`src/rtl/pipe_stage_buf_pkg.sv`:
```
// Shared constants, transfer encoding and helpers for the elastic pipeline-stage buffer.
// Imported by pipe_stage_ctrl and pipe_stage_buf.
package pipe_stage_buf_pkg;

   localparam int          PIPE_DW_DEF    = 108;
   localparam int          PIPE_DEPTH_DEF = 2;
   localparam logic [31:0] PERF_MAX       = 32'hFFFF_FFFF;

   // {push, pop} pair as seen by the occupancy counter
   typedef enum logic [1:0] {
      XFER_IDLE = 2'b00,
      XFER_POP  = 2'b01,
      XFER_PUSH = 2'b10,
      XFER_BOTH = 2'b11
   } xfer_e;

   function automatic int ptr_width(input int depth);
      return (depth > 1) ? $clog2(depth) : 1;
   endfunction

   function automatic logic [31:0] sat_inc(input logic [31:0] value, input logic en);
      if (en && (value != PERF_MAX)) return value + 32'd1;
      return value;
   endfunction

endpackage

```
`src/rtl/pipe_stage_ctrl.sv`:
```
// Occupancy and pointer control for pipe_stage_buf: push/pop/flush arbitration,
// in_ready from registered count only, out_valid from registered count.
module pipe_stage_ctrl
   import pipe_stage_buf_pkg::*;
#(
   parameter int DEPTH = PIPE_DEPTH_DEF,
   parameter int PW    = ptr_width(DEPTH)
) (
   input  logic          clk,
   input  logic          rst,
   input  logic          flush,
   input  logic          in_valid,
   input  logic          out_ready,
   output logic          in_ready,
   output logic          out_valid,
   output logic          push,
   output logic [PW-1:0] wr_ptr,
   output logic [PW-1:0] rd_ptr
);

   localparam int            CW   = $clog2(DEPTH + 1);
   localparam logic [CW-1:0] FULL = CW'(DEPTH);

   logic [CW-1:0] count;
   logic          pop;
   xfer_e         xfer;

   assign in_ready  = (count != FULL);
   assign out_valid = (count != '0);
   assign push      = in_valid & in_ready & ~flush;
   assign pop       = out_valid & out_ready & ~flush;
   assign xfer      = xfer_e'({push, pop});

   always_ff @(posedge clk or posedge rst) begin
      if (rst) begin
         count <= '0;
      end else if (flush) begin
         count <= '0;
      end else begin
         case (xfer)
            XFER_PUSH: count <= count + CW'(1);
            XFER_POP:  count <= count - CW'(1);
            default:   count <= count;
         endcase
      end
   end

   // A single-entry stage always reads and writes slot 0
   generate
      if (DEPTH > 1) begin : g_ptr
         always_ff @(posedge clk or posedge rst) begin
            if (rst) begin
               wr_ptr <= '0;
               rd_ptr <= '0;
            end else if (flush) begin
               wr_ptr <= '0;
               rd_ptr <= '0;
            end else begin
               if (push) wr_ptr <= wr_ptr + PW'(1);
               if (pop)  rd_ptr <= rd_ptr + PW'(1);
            end
         end
      end else begin : g_single
         assign wr_ptr = '0;
         assign rd_ptr = '0;
      end
   endgenerate

endmodule

```
`src/rtl/pipe_stage_buf.sv`:
```
// Elastic DEPTH-entry pipeline-stage register with valid/ready handshake and synchronous flush.
// Define MANGOMIPS_PIPE_PERF_EN to enable the saturating stall_cnt / full_cnt counters.
module pipe_stage_buf
   import pipe_stage_buf_pkg::*;
#(
   parameter int            DW      = PIPE_DW_DEF,
   parameter int            DEPTH   = PIPE_DEPTH_DEF,
   parameter logic [DW-1:0] NOP_VAL = '0
) (
   input  logic          clk,
   input  logic          rst,
   input  logic          flush,
   input  logic          in_valid,
   output logic          in_ready,
   input  logic [DW-1:0] in_data,
   output logic          out_valid,
   input  logic          out_ready,
   output logic [DW-1:0] out_data,
   output logic [31:0]   stall_cnt,
   output logic [31:0]   full_cnt
);

   localparam int PW = ptr_width(DEPTH);

   logic          push;
   logic [PW-1:0] wr_ptr;
   logic [PW-1:0] rd_ptr;
   logic [DW-1:0] mem [DEPTH];

   pipe_stage_ctrl #(
      .DEPTH(DEPTH),
      .PW   (PW)
   ) u_ctrl (
      .clk      (clk),
      .rst      (rst),
      .flush    (flush),
      .in_valid (in_valid),
      .out_ready(out_ready),
      .in_ready (in_ready),
      .out_valid(out_valid),
      .push     (push),
      .wr_ptr   (wr_ptr),
      .rd_ptr   (rd_ptr)
   );

   // Storage is not reset; out_data masks stale slots with NOP_VAL while empty
   generate
      if (DEPTH > 1) begin : g_mem
         always_ff @(posedge clk) begin
            if (push) mem[wr_ptr] <= in_data;
         end
         assign out_data = out_valid ? mem[rd_ptr] : NOP_VAL;
      end else begin : g_reg
         always_ff @(posedge clk) begin
            if (push) mem[0] <= in_data;
         end
         assign out_data = out_valid ? mem[0] : NOP_VAL;
      end
   endgenerate

`ifdef MANGOMIPS_PIPE_PERF_EN
   logic [31:0] stall_q;
   logic [31:0] full_q;

   // Counters see raw handshake conditions, so flush cycles count too
   always_ff @(posedge clk or posedge rst) begin
      if (rst) begin
         stall_q <= '0;
         full_q  <= '0;
      end else begin
         stall_q <= sat_inc(stall_q, out_valid & ~out_ready);
         full_q  <= sat_inc(full_q, in_valid & ~in_ready);
      end
   end

   assign stall_cnt = stall_q;
   assign full_cnt  = full_q;
`else
   assign stall_cnt = 32'h0;
   assign full_cnt  = 32'h0;
`endif

endmodule

```
`config.mk`:
```
export PLATFORM = sky130hd
export DESIGN_NAME = pipe_stage_buf
export DESIGN_NICKNAME = d
export VERILOG_FILES = /design/src/rtl/pipe_stage_buf_pkg.sv /design/src/rtl/pipe_stage_ctrl.sv /design/src/rtl/pipe_stage_buf.sv
export SDC_FILE = /design/constraint.sdc
export NUM_CORES = 1
export LEC_CHECK = 0
export ABC_AREA = 1
export CORE_MARGIN = 4
export CORE_UTILIZATION = 30
export DETAILED_ROUTE_END_ITERATION = 12
export SETUP_SLACK_MARGIN = 0.05
export SLEW_MARGIN = 20
export SYNTH_ARGS = -nofsm -noshare
export SYNTH_HDL_FRONTEND = slang
export SYNTH_SLANG_ARGS = --single-unit
```
`constraint.sdc`:
```
create_clock -name clk -period 17.5 [get_ports clk]
set_input_delay 5.25 -clock clk [delete_from_list [all_inputs] [get_ports clk]]
set_output_delay 5.25 -clock clk [all_outputs]
set_load 0.1 [all_outputs]
```
Word-level counts from Yosys, hierarchy flattened
Memories as Yosys holds them, arrays and structs flattened.
Index checks and enable logic that the tools add are counted.
{"block": "totals", "inputBits": 113, "ramBits": 216, "output_inout_bits": 174, "regBits": 4, "word_cells": 29, "mem_count": 1}
{"block": "op_classes", "eq_ne": 3, "add_sub_neg": 4, "n_mux": 9, "reduce_logical": 4, "bitwise": 5}
{"name": "mem", "depth": 2, "width": 108, "rd": 1, "rd_clocked_by_memory_dff": 0, "write_ports": 1, "line_no": "pipe_stage_buf.sv:28", "source": "logic [DW-1:0] mem [DEPTH];"}
{"cell": "$mux 108", "n": 1}
{"cell": "$mux 1", "n": 6}
{"cell": "$reduce_bool 2->1", "n": 3}
{"cell": "$and 1x1->1", "n": 4}
{"cell": "$pmux 2 s2", "n": 1}
{"cell": "$reduce_bool 3->1", "n": 1}
{"cell": "$add 1x1->1 const B", "n": 2}
{"cell": "$add 2x1->2 const B", "n": 1}
{"cell": "$eq 2x1->1 const B", "n": 1}
{"cell": "$eq 2x2->1 const B", "n": 1}
{"cell": "$mux 2", "n": 1}
{"cell": "$ne 2x2->1 const B", "n": 1}
{"cell": "$sub 2x1->2 const B", "n": 1}
{"cell": "$not 1->1", "n": 1}

Longest topological paths before layout
{"block": "logic_depth", "ltp_word": 6, "ltp_mapped": 8, "mapped_depth_nobuf": 8}

Modules after synthesis
Synthesis repeated with hierarchy kept, for this count alone.
{"block": "unflattened", "cells_unflattened": 899, "hier_area_um2": 9517.9}
{"mod": "pipe_stage_buf", "instances": 1, "cells_per_inst": 861, "area_each_um2": 9252.6}
{"mod": "pipe_stage_ctrl", "instances": 1, "cells_per_inst": 38, "area_each_um2": 265.3}

Worst setup path before layout
OpenSTA, ideal clock, no wires.
{"block": "synth_timing", "path_kind": "input-to-reg", "from": "input flush", "to": "memory mem[1][0] (netlist bit), enable pin", "n_path_buf": 0, "slack_ns": 6.958, "cell_stages": 3, "arrival_ns": 9.965, "cell_sequence": "inv_1 > nand3_2 > nor2_1"}
{"block": "synth_via", "elab_chain_cells": 4}
{"element": "from (decl)", "line_no": "pipe_stage_buf.sv:12", "source": "input logic flush,"}
{"element": "$not 1->1", "line_no": "pipe_stage_ctrl.sv:30", "source": "assign push = in_valid & in_ready & ~flush;"}
{"element": "$and 1x1->1", "line_no": "pipe_stage_ctrl.sv:30"}
{"element": "$mux 1", "line_no": "pipe_stage_buf.sv:50", "source": "if (push) mem[wr_ptr] <= in_data;"}
{"element": "$mux 1 (implied by the code)", "line_no": "pipe_stage_buf.sv:50"}
{"element": "to (decl)", "line_no": "pipe_stage_buf.sv:28"}
Every way passes these cells.

Final worst setup path
{"block": "layout_timing", "from": "register u_ctrl.rd_ptr", "to": "output out_data[80]"}
{"block": "layout_via", "elab_chain_cells": 2}
{"element": "from (decl)", "line_no": "pipe_stage_ctrl.sv:18", "source": "output logic [PW-1:0] rd_ptr"}
{"element": "from (signal assigned)", "line_no": "pipe_stage_ctrl.sv:60", "source": "if (pop) rd_ptr <= rd_ptr + PW'(1);"}
{"element": "$mem_v2 2x108"}
{"element": "$mux 108", "line_no": "pipe_stage_buf.sv:52", "source": "assign out_data = out_valid ? mem[rd_ptr] : NOP_VAL;"}
{"element": "to (decl)", "line_no": "pipe_stage_buf.sv:18", "source": "output logic [DW-1:0] out_data,"}
Every way passes these cells.

==> reports/metrics.csv <==
stage,metric,value,unit
placement,port bufs,222,
timing,Slew headroom,0.3006,
setup_path,WP data arrival,4.08,ns
timing,fmax,107.2,MHz
clocking,root buf cell,clkbuf_16,
floorplan,Die Wd,180.0,um
clocking,CTS tree,built,
clocking,H-tree level count,1,
routing,Routed Antenna Nets,0,
grt,total grt overflow,0,
cells_and_area,area growth from synthesis to layout,33.47,%
synth,Seq cells post-synth,220,
clocking,post-cts sizing count,0,
clocking,post-CTS setup buffer count,0,
synth,Synth cell types,18,
cells_and_area,"commonest non-fill, non-tap cell in the layout",nand2_1,
outcome,status,finished clean,
clocking,clk slew on worst S/H paths,0.06,ns
floorplan,die height,180.0,um
routing,via count,5594,
floorplan,Initial Utilization,0.3068,
placement,GPL Wtd Cong,0.7133,
timing,period utilization,0.5332,
routing,final wirelength,20.98,mm
routing,wire length per cell,16.15,um
floorplan,full die area,32410,sq um
cells_and_area,fraction of layout cells with a size suffix above 1,0.05689,
run,Max Cap Viol,0,
synth,Mapped Cells,680,
setup_path,CP Class,reg2out,
floorplan,I/O Pins,287,
timing,final setup vio count,0,
timing,final hold viol count,0,
floorplan,row cnt,62,
synth,Synth warnings,0,
routing,total iterations of the first detailed-routing run,4,
grt,pin count of the biggest net entering global routing,64,
timing,Worst Skew,0.02191,ns
cells_and_area,"commonest non-fill, non-tap cells in the layout","nand2_1, clkdlybuf4s50_1, edfxtp_1",
setup_path,startpoint types,flip-flop,
floorplan,area of the core,28940,sq um
grt,number of global-route vias before repair,5644,
routing,number of DRC markers in iteration 0,230,
timing,RSZ-0062 raised after global routing,false,
timing,Worst Tran Pin Value,1.046,ns
hold_path,HP Class,reg2reg,
grt,initial antenna violation count,1,
clocking,Post-CTS Hold Fix Bufs,0,
cells_and_area,Layout Nets,1012,
setup_path,Crit path required time,12.25,ns
grt,first-pass GRT wire length,32.12,mm
clocking,clock latency at the later pin of the worst-skew pair,0.52,ns
synth,"Seq/Total Area, Yosys",0.7418,
grt,total global-route track usage,0.1225,
setup_path,CP Max Fanout,63,
placement,DP HPWL,13.01,mm
timing,Setup TNS,0,ns
clocking,sinks on the clock net,220,
routing,Vias/cell,4.306,
clocking,clk buf depth,3,
clocking,total CTS buffers,25,
cells_and_area,FILL cells,2708,
setup_path,crit end category,primary output,
routing,DR DRC count,0,
synth,synthesized area,8879,sq um
timing,Final min period,9.331,ns
timing,Max Slew Vio Count,0,
synth,"Avg Cell Area, Syn",13.06,sq um
Yosys cell counts:
master,number,share of area
nand2_1,224,0.095
edfxtp_1,216,0.73
a21oi_1,100,0.056
buf_4,67,0.057
buf_6,13,0.016
buf_2,12,0.0068
inv_1,11,0.0047
a21oi_2,10,0.0099
clkbuf_1,8,0.0034
dfrtp_1,4,0.011
nand3_1,4,0.0023
nor2_1,3,0.0013
nor2_2,2,0.0014
o21ai_0,2,0.0011
conb_1,1,0.00042
nand2_2,1,0.00071
nand3_2,1,0.0011
xnor2_1,1,0.00099
flip-flops by register name, indices dropped and copies added (netlist names):
name and flops:
u_ctrl.wr_ptr 1, mem 216, u_ctrl.rd_ptr 1, u_ctrl.count 2
final timing paths:
kind / startpoint / end / slack [ns] / cells after the start
worst max register to register: u_ctrl.count[0] / mem[0][66] / 14.84 / 7
min in group asynchronous: rst / u_ctrl.rd_ptr / 4.93 / 2
worst min-delay path: u_ctrl.wr_ptr / u_ctrl.wr_ptr / 0.51 / 2
max in group asynchronous: rst / u_ctrl.rd_ptr / 12.38 / 2
worst max-delay path: u_ctrl.rd_ptr / out_data[80] / 8.17 / 5
worst min register to register: u_ctrl.wr_ptr / u_ctrl.wr_ptr / 0.51 / 2
per-layer routing:
metal	part of all wire	up-vias	wire, um	GRT usage
li1	-	2661	-	-
met1	0.41	2664	8513	0.1460
met2	0.47	238	9922	0.2098
met3	0.098	31	2046	0.04663
met4	0.024	0	499	0.03176
met5	0	-	0	0
cell type report:
class	instances	area, sq um	share of cell area
multi-input cells	412	1760	0.1486
clock inverters	6	28.78	0.002428
diodes	1	2.502	0.0002112
well taps	384	480.5	0.04054
repair buffers	229	2275	0.1920
inverters	11	46.29	0.003907
clock buffers	36	666.9	0.05628
flip-flops and latches	220	6590	0.5561
stage by stage:
step | setup WS, ns | utilization | hold slack [ns] | area (sq um) | cells
global placement | 8.692 | 0.3854 | 0.4946 | 11150 | 1256
detailed placement | 8.687 | 0.3854 | 0.5029 | 11150 | 1256
floorplan | 6.958 | - | 0.4757 | 9115 | 743
finish | 8.169 | 0.4095 | 0.5137 | 11850 | 1299
CTS | 8.104 | 0.4095 | 0.5142 | 11850 | 1298
global route | 7.888 | 0.4095 | 0.5632 | 11850 | 1299
worst max-delay path, stage by stage, from the launching register on:
cell             delay, ns
dfrtp_4               0.70
inv_4                 0.52
buf_4                 0.66
nand2_1               0.10
a21oi_1               0.26
clkdlybuf4s50_1       1.19
cells by family after synthesis:
group                  share of synthesized area
flip-flops                                0.7418
AND/OR/NAND/NOR                           0.1015
AO/OA/AOI/OAI                            0.06736
other                                  0.0004224
XOR/XNOR                               0.0009867
buffers and inverters                    0.08794
Power is not shown: default switching activity piles up to over one toggle a cycle in this logic, so the estimate is an artifact.
